File: src/rtl/seq_grant_fsm.sv
// Pattern-triggered grant sequencer: start pulse, serial pattern search on x,
// then a y-confirmed grant window with hold/off states and rearm back to search.
module seq_grant_fsm #(
   parameter int                PAT_LEN  = 3,
   parameter logic [PAT_LEN-1:0] PATTERN = 3'b101,
   parameter int                Y_WIN    = 2,
   parameter int                F_CYCLES = 1
) (
   input  logic       clk,
   input  logic       resetn,
   input  logic       x,
   input  logic       y,
   input  logic       rearm,
   output logic       f,
   output logic       g,
   output logic [2:0] state
);

   typedef enum logic [2:0] {
      IDLE   = 3'd0,
      FPULSE = 3'd1,
      SEARCH = 3'd2,
      GWAIT  = 3'd3,
      GHOLD  = 3'd4,
      GOFF   = 3'd5
   } state_t;

   localparam logic [3:0] F_LAST    = 4'(F_CYCLES - 1);
   localparam logic [7:0] Y_LAST    = 8'(Y_WIN - 1);
   localparam logic [4:0] SAMP_NEED = 5'(PAT_LEN - 1);

   state_t             state_reg, state_next;
   logic [3:0]         f_cnt_reg, f_cnt_next;
   logic [7:0]         y_cnt_reg, y_cnt_next;
   logic [4:0]         samp_cnt_reg, samp_cnt_next;
   logic [PAT_LEN-1:0] hist_reg, hist_next;
   logic [PAT_LEN-1:0] shifted;
   logic               match;

   // Candidate window is the stored history with the current sample appended,
   // so overlapping occurrences are found without any restart logic.
   assign shifted = (hist_reg << 1) | PAT_LEN'(x);
   assign match   = (shifted == PATTERN) && (samp_cnt_reg >= SAMP_NEED);

   always_ff @(posedge clk or negedge resetn) begin
      if (!resetn) begin
         state_reg    <= IDLE;
         f_cnt_reg    <= '0;
         y_cnt_reg    <= '0;
         samp_cnt_reg <= '0;
         hist_reg     <= '0;
      end else begin
         state_reg    <= state_next;
         f_cnt_reg    <= f_cnt_next;
         y_cnt_reg    <= y_cnt_next;
         samp_cnt_reg <= samp_cnt_next;
         hist_reg     <= hist_next;
      end
   end

   always_comb begin
      state_next    = state_reg;
      f_cnt_next    = f_cnt_reg;
      y_cnt_next    = y_cnt_reg;
      samp_cnt_next = samp_cnt_reg;
      hist_next     = hist_reg;
      case (state_reg)
         IDLE: begin
            state_next = FPULSE;
            f_cnt_next = '0;
         end
         FPULSE: begin
            if (f_cnt_reg == F_LAST) begin
               state_next    = SEARCH;
               hist_next     = '0;
               samp_cnt_next = '0;
            end else begin
               f_cnt_next = f_cnt_reg + 4'd1;
            end
         end
         SEARCH: begin
            hist_next = shifted;
            if (samp_cnt_reg != 5'd31) samp_cnt_next = samp_cnt_reg + 5'd1;
            if (match) begin
               state_next = GWAIT;
               y_cnt_next = '0;
            end
         end
         GWAIT: begin
            if (y) begin
               state_next = GHOLD;
            end else if (y_cnt_reg == Y_LAST) begin
               state_next = GOFF;
            end else begin
               y_cnt_next = y_cnt_reg + 8'd1;
            end
         end
         GHOLD, GOFF: begin
            if (rearm) begin
               state_next    = SEARCH;
               hist_next     = '0;
               samp_cnt_next = '0;
            end
         end
         default: state_next = IDLE;
      endcase
   end

   assign f     = (state_reg == FPULSE);
   assign g     = (state_reg == GWAIT) || (state_reg == GHOLD);
   assign state = state_reg;

endmodule

File: config.mk
export PLATFORM = sky130hd
export DESIGN_NAME = seq_grant_fsm
export DESIGN_NICKNAME = d
export VERILOG_FILES = /design/src/rtl/seq_grant_fsm.sv
export SDC_FILE = /design/constraint.sdc
export NUM_CORES = 1
export LEC_CHECK = 0
export ABC_CLOCK_PERIOD_IN_PS = 2600
export CAP_MARGIN = 25
export CORE_MARGIN = 3
export CORE_UTILIZATION = 57
export DETAILED_ROUTE_END_ITERATION = 6
export PLACE_DENSITY_LB_ADDON = 0.25
export SLEW_MARGIN = 10
export SYNTH_ARGS = -nofsm -noshare
export SYNTH_HDL_FRONTEND = slang
export SYNTH_SLANG_ARGS = --single-unit
File: constraint.sdc
create_clock -name clk -period 2.6 [get_ports clk]
set_clock_uncertainty 0.2 [all_clocks]
set_input_delay 0.26 -clock clk [delete_from_list [all_inputs] [get_ports clk]]
set_output_delay 0.26 -clock clk [all_outputs]
set_load 0.03 [all_outputs]
==> results.yml <==
status:
  status: "finished, final reports clean"
placement:
  placed_area_mm2: 0.00150
  portBuffers: 9
  gp_congestion: 0.814
  place_inst: 183
  post-place-ws_ns: 0.219
  dp_hpwl_um: 2160
synth:
  ys_ff_latch: 22
  synth_seq_area_share_pct: 40.0
  syn_area_mm2: 0.00138
  ys_types: 43
  syn_nets: 160
  synth_area_per_cell_um2: 9.31
  synthArstFlopShare_pct: 100
  syn_inst: 148
  ys_warn_count: 0
  synthFlopType: "dfrtp_1"
  synth_enable_flop_cells: 0
sta:
  setup_violations: 0
  tns_ns: 0
  holdWs_ns: 0.0994
  slew_viol_final: 0
  period_share_pct: 93.9
  hold_violations: 0
  fmax_ghz: 0.410
  relSlewSlack_pct: 61.7
  tightest_slew_ns: 0.574
  setup_ws_ns: 0.158
  min_period_ns: 2.44
routing:
  ant_nets: 0
  drt-vias-per-instance: 6.18
  wl_per_cell_um: 15.7
  wirelength_um: 2920
  drc: 0
  vias: 1150
  drt_first_pass_iters: 4
  drtIter0Drc: 13
layout:
  drive_above_1_share_pct: 8.86
  antenna_cells: 0
  stdcell_area_mm2: 0.00152
  layout.cells.non_filler: 186
  area_delta_synth_final_pct: 10.4
  largest_reg_flops: 8
  utilization_pct: 67.5
  fin_nets: 172
critical_path:
  worstSetupEndpointType: "output pin"
  cp_cell_sequence: "or2_1, nor2_1, clkdlybuf4s50_1"
  crit_type: "flop to output pin"
  path_max_fanout: 16
  cp_slowest_cell: "clkdlybuf4s50_1"
  start_kind: "flop"
  slowest_delay_ns: 0.67
  arrival_ns: 1.98
  cp.required_ns: 2.14
power_and_ir_drop:
  power_mw: 1.40
  power_frac_seq_pct: 40.9
  power_frac_clock_pct: 10.8
  ir_drop_uv: 663
  power.density_mw_per_mm2: 920
  pwr-share-comb_pct: 48.3
  internal-power_mw: 0.776
  power.net_switching_mw: 0.623
  swShare_pct: 44.5
  leakage_nw: 0.670
grt:
  grt_overflow_total: 0
  grt_usage_pct: 20.6
  grt_pass1_wl_um: 4530
  antenna_found_initial: 0
  grt_max_degree: 23
  grt_pass1_vias: 1104
die:
  rows: 17
  fp.dieW_um: 55.2
  start_util_pct: 61.1
  dieArea_mm2: 0.00304
  die_h_um: 55.2
  core_area_mm2: 0.00225
  io_pins: 10
clock_tree:
  tritoncts: "yes"
  clock_latency_ns: 0.30
  cts_setup_buffers: 0
  cts.clk_slew.worst_paths_ns: 0.12
  cts_inserted_buffers: 3
  htreeDepth: 1
  cts-root-buf: "clkbuf_4"
  cts.sinks: 22
  ctsLongestPathBuffers: 2
  cts_hold_buf: 0
job:
  cap_violations: 0
worst_hold_path:
  hold_path.class: "input pin to async pin"
[cell usage after synthesis (3+ instances only)]
master     n  area share [%]
o211ai_1   3             1.6
nor2_1     7             1.9
inv_1      5             1.4
ha_1       7             6.4
dfrtp_1   22              40
nor3_1     3             1.1
nand3_1   12             4.4
or4_1      4             2.2
nor2b_1    4             1.8
and3b_1    3             1.9
nand2_1   13             3.5
o21ai_1   17             6.2
a21oi_1    7             2.5
[worst paths after layout]
| kind | slack (ns) | from | endpoint | cells after the start |
|---|---|---|---|---|
| max in group asynchronous | 1.86 | resetn | state[1] | 2 |
| hold reg to reg | 0.32 | y_cnt_reg[3] | y_cnt_reg[3] | 1 |
| setup reg to reg | 0.19 | samp_cnt_reg[0] | samp_cnt_reg[3] | 7 |
| setup / recovery | 0.16 | state[1] | f | 3 |
| hold / removal | 0.1 | resetn | y_cnt_reg[6] | 2 |
| min in group clk | 0.32 | y_cnt_reg[3] | y_cnt_reg[3] | 1 |
[repair_timing]
item / CTS / global route
endpoints found under the setup margin: 0 / 2
hold endpoints to repair: 0 / 0
resized for setup: 0 / 1
[logic make-up after synthesis]
group	synth area share, %
multiplexers	1.45
buffers and inverters	3.91
AND/OR/NAND/NOR	29.5
adder cells (fa/ha/maj)	6.36
flip-flops	40.0
AO/OA/AOI/OAI	18.8
[cells in the final DEF, fill, tap and decap left out, drive strengths merged, types with 3 or more instances in the layout]
| cell type | netlist | final |
|---|---|---|
| nand2 | 13 | 13 |
| nor2 | 7 | 7 |
| nor3 | 3 | 3 |
| o211ai | 4 | 4 |
| clkdlybuf4s50 | 0 | 9 |
| ha | 7 | 7 |
| nor2b | 4 | 4 |
| clkbuf | 2 | 3 |
| and3b | 3 | 3 |
| or4 | 4 | 4 |
| a21oi | 7 | 7 |
| o21ai | 17 | 17 |
| inv | 7 | 7 |
| nand3 | 12 | 12 |
| dfrtp | 22 | 22 |
| buf | 3 | 3 |
[critical path: cells and delay by family, from the launching register on]
kind | cells | cell delay [ns]
flip-flops | 1 | 0.53
buffers and inverters | 1 | 0.67
AND/OR/NAND/NOR | 2 | 0.48
[cell type report]
| type | instances | area (um2) |
|---|---|---|
| flip-flops and latches | 22 | 552 |
| fillers | 185 | 733 |
| inverters | 7 | 26.3 |
| multi-input cells | 114 | 773 |
| repair buffers | 12 | 113 |
| clock buffers | 3 | 22.5 |
| well taps | 28 | 35.0 |
[power by group through the flow]
stage	registers, mW	logic, mW	clock network [mW]
after floorplan	0.548	0.508	0
after global placement	0.566	0.651	0
after detailed placement	0.573	0.673	0
after CTS	0.568	0.678	0.157
after global routing	0.589	0.741	0.166
final	0.573	0.676	0.151
[routing by layer]
| metal | vias up | global-route usage (%) | routed length [um] |
|---|---|---|---|
| met2 | 16 | 35.6 | 1510 |
| met5 | - | 0 | 0 |
| met3 | 2 | 4.29 | 101 |
| met4 | 0 | 10.5 | 15 |
| li1 | 571 | - | - |
| met1 | 561 | 23.9 | 1290 |
Power figures use the tool's default switching activity.
